### src/rtl/uart_pkg.sv
// Definitions shared by the UART receiver and transmitter: state encoding,
// default frame geometry and the parity helper.
package uart_pkg;

  localparam int UART_OVS       = 16;
  localparam int UART_DATA_BITS = 8;

  typedef enum logic [2:0] {
    IDLE   = 3'd0,
    START  = 3'd1,
    DATA   = 3'd2,
    PARITY = 3'd3,
    STOP   = 3'd4
  } uart_state_e;

  // Zero-extension of narrower data leaves the XOR reduction unchanged.
  function automatic logic par(input logic [31:0] data, input logic mode);
    return mode ? ^data : ~^data;
  endfunction

endpackage

### src/rtl/sync_2ff.sv
// Two-flop synchroniser for a single asynchronous input; reset value is
// chosen per use so an idle-high line does not look like activity.
module sync_2ff #(
  parameter logic RST_VAL = 1'b1
) (
  input  logic clk,
  input  logic rst_n,
  input  logic d_i,
  output logic q_o
);

  logic meta_q, sync_q;

  always_ff @(posedge clk or negedge rst_n) begin
    if (!rst_n) begin
      meta_q <= RST_VAL;
      sync_q <= RST_VAL;
    end else begin
      meta_q <= d_i;
      sync_q <= meta_q;
    end
  end

  assign q_o = sync_q;

endmodule

### src/rtl/receiver.sv
// UART receiver: oversampled start detection, LSB-first data, optional
// parity, mid-stop-bit delivery with parity/framing status.
module receiver
  import uart_pkg::*;
#(
  parameter int DATA_BITS = UART_DATA_BITS,
  parameter int OVS       = UART_OVS
) (
  input  logic                 clk,
  input  logic                 rst_n,
  input  logic                 i_Clock,
  input  logic                 rx,
  input  logic                 parity_en,
  input  logic                 parity_mode,
  output logic [DATA_BITS-1:0] data_rx,
  output logic                 rx_done_tick,
  output logic                 parity_error,
  output logic                 framing_error
);

  localparam int SW = $clog2(OVS);
  localparam int NW = $clog2(DATA_BITS);
  localparam logic [SW-1:0] S_HALF = SW'(OVS/2 - 1);
  localparam logic [SW-1:0] S_LAST = SW'(OVS - 1);
  localparam logic [NW-1:0] N_LAST = NW'(DATA_BITS - 1);

  logic rx_s;

  sync_2ff #(.RST_VAL(1'b1)) u_sync (
    .clk   (clk),
    .rst_n (rst_n),
    .d_i   (rx),
    .q_o   (rx_s)
  );

  uart_state_e          state_q, state_d;
  logic [SW-1:0]        s_q, s_d;
  logic [NW-1:0]        n_q, n_d;
  logic [DATA_BITS-1:0] sh_q, sh_d;
  logic                 armed_q, armed_d;
  logic                 pen_q, pen_d;
  logic                 pmode_q, pmode_d;
  logic                 prx_q, prx_d;
  logic [DATA_BITS-1:0] data_q, data_d;
  logic                 done_q, done_d;
  logic                 perr_q, perr_d;
  logic                 ferr_q, ferr_d;

  always_ff @(posedge clk or negedge rst_n) begin
    if (!rst_n) begin
      state_q <= IDLE;
      s_q     <= '0;
      n_q     <= '0;
      sh_q    <= '0;
      armed_q <= 1'b0;
      pen_q   <= 1'b0;
      pmode_q <= 1'b0;
      prx_q   <= 1'b0;
      data_q  <= '0;
      done_q  <= 1'b0;
      perr_q  <= 1'b0;
      ferr_q  <= 1'b0;
    end else begin
      state_q <= state_d;
      s_q     <= s_d;
      n_q     <= n_d;
      sh_q    <= sh_d;
      armed_q <= armed_d;
      pen_q   <= pen_d;
      pmode_q <= pmode_d;
      prx_q   <= prx_d;
      data_q  <= data_d;
      done_q  <= done_d;
      perr_q  <= perr_d;
      ferr_q  <= ferr_d;
    end
  end

  always_comb begin
    state_d = state_q;
    s_d     = s_q;
    n_d     = n_q;
    sh_d    = sh_q;
    armed_d = armed_q;
    pen_d   = pen_q;
    pmode_d = pmode_q;
    prx_d   = prx_q;
    data_d  = data_q;
    done_d  = 1'b0;
    perr_d  = perr_q;
    ferr_d  = ferr_q;
    case (state_q)
      IDLE: begin
        // A start is accepted only after the line has been seen high, so a
        // held-low break yields a single frame rather than a stream of them.
        if (!rx_s && armed_q) begin
          state_d = START;
          s_d     = '0;
          armed_d = 1'b0;
          pen_d   = parity_en;
          pmode_d = parity_mode;
        end else if (rx_s) begin
          armed_d = 1'b1;
        end
      end
      START: if (i_Clock) begin
        if (s_q == S_HALF) begin
          if (!rx_s) begin
            state_d = DATA;
            s_d     = '0;
            n_d     = '0;
          end else begin
            state_d = IDLE;
          end
        end else begin
          s_d = s_q + SW'(1);
        end
      end
      DATA: if (i_Clock) begin
        if (s_q == S_LAST) begin
          sh_d = {rx_s, sh_q[DATA_BITS-1:1]};
          s_d  = '0;
          if (n_q == N_LAST) state_d = pen_q ? PARITY : STOP;
          else               n_d     = n_q + NW'(1);
        end else begin
          s_d = s_q + SW'(1);
        end
      end
      PARITY: if (i_Clock) begin
        if (s_q == S_LAST) begin
          prx_d   = rx_s;
          state_d = STOP;
          s_d     = '0;
        end else begin
          s_d = s_q + SW'(1);
        end
      end
      STOP: if (i_Clock) begin
        // Leaving at mid stop bit leaves half a bit of slack for the next start.
        if (s_q == S_LAST) begin
          state_d = IDLE;
          done_d  = 1'b1;
          data_d  = sh_q;
          ferr_d  = ~rx_s;
          perr_d  = pen_q & (prx_q != par(32'(sh_q), pmode_q));
        end else begin
          s_d = s_q + SW'(1);
        end
      end
      default: state_d = IDLE;
    endcase
  end

  assign data_rx       = data_q;
  assign rx_done_tick  = done_q;
  assign parity_error  = perr_q;
  assign framing_error = ferr_q;

endmodule

### config.mk
export PLATFORM = sky130hd
export DESIGN_NAME = receiver
export DESIGN_NICKNAME = d
export VERILOG_FILES = /design/src/rtl/uart_pkg.sv /design/src/rtl/sync_2ff.sv /design/src/rtl/receiver.sv
export SDC_FILE = /design/constraint.sdc
export NUM_CORES = 1
export LEC_CHECK = 0
export ABC_CLOCK_PERIOD_IN_PS = 1500
export CAP_MARGIN = 40
export CORE_ASPECT_RATIO = 2
export CORE_MARGIN = 10
export CORE_UTILIZATION = 55
export CTS_CLUSTER_DIAMETER = 30
export DETAILED_ROUTE_END_ITERATION = 6
export DONT_BUFFER_PORTS = 1
export PLACE_DENSITY = 0.73
export SYNTH_ARGS = -nofsm -noshare
export SYNTH_HDL_FRONTEND = slang
export SYNTH_SLANG_ARGS = --single-unit
### constraint.sdc
create_clock -name clk -period 1.5 [get_ports clk]
set_input_delay 0.15 -clock clk [delete_from_list [all_inputs] [get_ports clk]]
set_output_delay 0.15 -clock clk [all_outputs]
set_load 0.03 [all_outputs]
==> results.sh <==
export IMPL_dpl_hpwl_mm=2.86
export IMPL_avgSynthCellArea_um2=12.1
export IMPL_clock_sinks=35
export IMPL_die_h_um=99.5
export IMPL_hold_path_class="input pin to flop"
export IMPL_synth_compound_area_frac=0.0922
export IMPL_dr_pass1_iters=3
export IMPL_synth_xor_area_frac=0.0584
export IMPL_timing_final_ws_setup_ns=-0.197
export IMPL_synth_top_family_by_area="multiplexers"
export IMPL_synthAdderAreaFrac=0.0216
export IMPL_holdWs_ns=0.00779
export IMPL_critPathTopFamily="flip-flops"
export IMPL_n_antenna_cell=0
export IMPL_yosysMostFrequentCell="dfrtp_1"
export IMPL_post_route_period_util=1.13
export IMPL_rsz0062_at_grt="true"
export IMPL_core_area_um2=3010
export IMPL_num_rows=28
export IMPL_maxCapViolCount=0
export IMPL_period_minus_slack_ns=1.70
export IMPL_met2_usage=0.290
export IMPL_finalNetCount=199
export IMPL_fmaxAchievable_mhz=589
export IMPL_yosysSeqAreaShare=0.506
export IMPL_cp_max_fo=6
export IMPL_synth_mux_area_fraction=0.166
export IMPL_power_density_nw_per_um2=1670
export IMPL_crit_chain="buf_6 > buf_6 > a211oi_2 > buf_4 > a2bb2oi_4 > o211ai_4 > mux2_4"
export IMPL_synthTopCellsByCount="33 x dfrtp_1, 20 x mux2_2, 9 x xnor2_1"
export IMPL_crit_required_ns=1.68
export IMPL_cp_buffers_inverters=3
export IMPL_ys_top_cells_by_area="dfrtp_1 48%, mux2_2 13%, xnor2_1 4.5%, dfstp_2 3.0%, mux2i_1 2.3%"
export IMPL_synthToLayoutAreaGrowth_pct=40.6
export IMPL_grt_pass1_wl_mm=7.39
export IMPL_finalHoldViolCount=0
export IMPL_path_clk_slew_ns=0.07
export IMPL_io_buffers=0
export IMPL_use_met1=0.162
export IMPL_synth_edff_count=0
export IMPL_ant_nets=0
export IMPL_synth_top_flop_cell="dfrtp_1"
export IMPL_slew_headroom=0.742
export IMPL_die_w_um=59.7
export IMPL_clock_latency_ns=0.29
export IMPL_p_leak_nw=1.15
export IMPL_drive_gt1_frac=0.545
export IMPL_slew_viol_final=0
export IMPL_htreeDepth=2
export IMPL_finalSetupViolCount=29
export IMPL_fin_skew_ns=0.00525
export IMPL_violations="negative setup slack"
export IMPL_ys_types=39
export IMPL_cts_made_buffers=5
export IMPL_path_common_cell="buf_6"
export IMPL_wire_per_inst_um=21.3
export IMPL_fp_dieArea_um2=5940
export IMPL_cts_max_path_buffers=2
export IMPL_yosys_area_top_type="dfrtp_1"
export IMPL_async_flop_share=1.00
export IMPL_grt_max_degree=36
export IMPL_outcome="finished, violations left"
export IMPL_grt_usage=0.161
export IMPL_crit_type="flop to flop"
export IMPL_slowest_stage="dfrtp_2"
export IMPL_cts_root_buf="clkbuf_8"
export IMPL_wirelength_mm=4.70
export IMPL_peakVddDrop_mv=1.24
export IMPL_worst_pin_slew_ns=0.387
export IMPL_cts_tree="built"
export IMPL_grt_use_met3=0.0408
export IMPL_detailroute_via_count=1331
export IMPL_synthSimpleGateAreaFrac=0.128
export IMPL_floorplan_initialDensity=0.576
export IMPL_gp_congestion=0.859
export IMPL_drcViolationCount=0
export IMPL_crit_path_end_kind="flop"
export IMPL_placed_cells=202
export IMPL_drt_initial_drc_count=19
export IMPL_vias_per_cell=6.02
export IMPL_grt_antenna_before_repair=0
export IMPL_grt_overflow_total=0
export IMPL_slowest_delay_ns=0.47
export IMPL_syn_inst=143
export IMPL_grt_busiest_layer="met2"
export IMPL_synth_top_area_frac=0.476
export IMPL_synth_seq_cells=35
export IMPL_ioPinCount=17
export IMPL_yosysWarningCount=0
export IMPL_syn_nets=152
export IMPL_stdcell_count=221
export IMPL_grt_pass1_vias=1445
export IMPL_netlist_area_um2=1740
export IMPL_start_kind="flop"
export IMPL_worstPathArrival_ns=1.88
layout by cell type, fill, tap and decap left out, types with 2 or more instances in the layout:
master	n
dfrtp_1	32
buf_4	32
mux2_4	17
xnor2_1	9
inv_1	8
buf_6	8
nand4_1	5
mux2_2	5
clkbuf_8	5
mux2i_1	4
nor2_4	3
nor2_1	3
nand3_1	3
or3b_4	3
nand2_1	2
or2_4	2
o31ai_2	2
a21oi_2	2
nor2b_1	2
nand3b_1	2
o211ai_1	2
nand2_4	2
o21ai_1	2
o21ai_0	2
buf_12	2
dlygate4sd3_1	2
dfstp_2	2
what timing repair did:
item | in CTS | in global routing
endpoints found under the setup margin | 28 | 31
hold buffers | 3 | 0
pin swaps | 10 | 12
endpoints found under the hold margin | 36 | 0
gates resized for setup | 36 | 20
buffers inserted | 7 | 1
path summary, 6_finish.rpt:
kind	endpoint	cells past startpoint	slack (ns)	from
max	state_q[0]	7	-0.20	state_q[2]
min	pen_q	1	0.008	parity_en
max reg2reg	state_q[0]	7	-0.20	state_q[2]
min reg2reg	u_sync.q_o	0	0.36	u_sync.meta_q
max in group asynchronous	u_sync.meta_q	2	0.96	rst_n
min in group asynchronous	s_q[2]	2	0.29	rst_n
cell type report:
class	instances	area, um^2
fill	155	571
inverter	8	30.0
tap	30	37.5
clock inverter	2	12.5
sequential	35	880
timing repair buffer	44	390
multi-input combinational	96	1020
clock buffer	6	72.6
flip-flops by register name, indices dropped and copies added (netlist names):
signal         count
armed_q            1
data_rx            8
framing_error      1
n_q                3
parity_error       1
pen_q              1
pmode_q            1
prx_q              1
rx_done_tick       1
s_q                4
sh_q               8
state_q            3
u_sync.meta_q      1
u_sync.q_o         1
stage by stage:
stage | power (W) | utilization | setup WS [ns] | cell area [um^2] | setup TNS (ns)
2_1_floorplan | 0.00221 | - | -0.119 | 1780 | -1.18
3_3_place_gp | 0.00283 | 0.680 | -0.151 | 2050 | -2.20
3_5_place_dp | 0.00290 | 0.680 | -0.197 | 2050 | -2.98
4_1_cts | 0.00385 | 0.782 | -0.142 | 2360 | -1.76
5_1_grt | 0.00429 | 0.811 | -0.226 | 2440 | -4.28
6_report | 0.00409 | 0.811 | -0.197 | 2440 | -2.92
routing by layer:
layer / share of wire / vias up
met4: 0.028 / 0
met2: 0.58 / 21
li1: - / 609
met1: 0.36 / 692
met5: 0 / -
met3: 0.038 / 9
report_power, final:
group	internal [W]	total [W]	switching, W
Combinational	0.00117	0.00209	0.000923
Sequential	0.00111	0.00131	0.000196
Clock	0.000324	0.000684	0.000360
Total	0.00261	0.00409	0.00148
cells by family (layout without fill, tap and decap cells):
logic type,count (synthesis),after routing
AOI/OAI and AO/OA,20,20
muxes,26,26
xor gates and xnor gates,10,10
DFF,35,35
buffers and inverters,12,60
adders and majority gates,3,3
and+or+nand+nor,37,37
(Power assumes the default switching activity.)
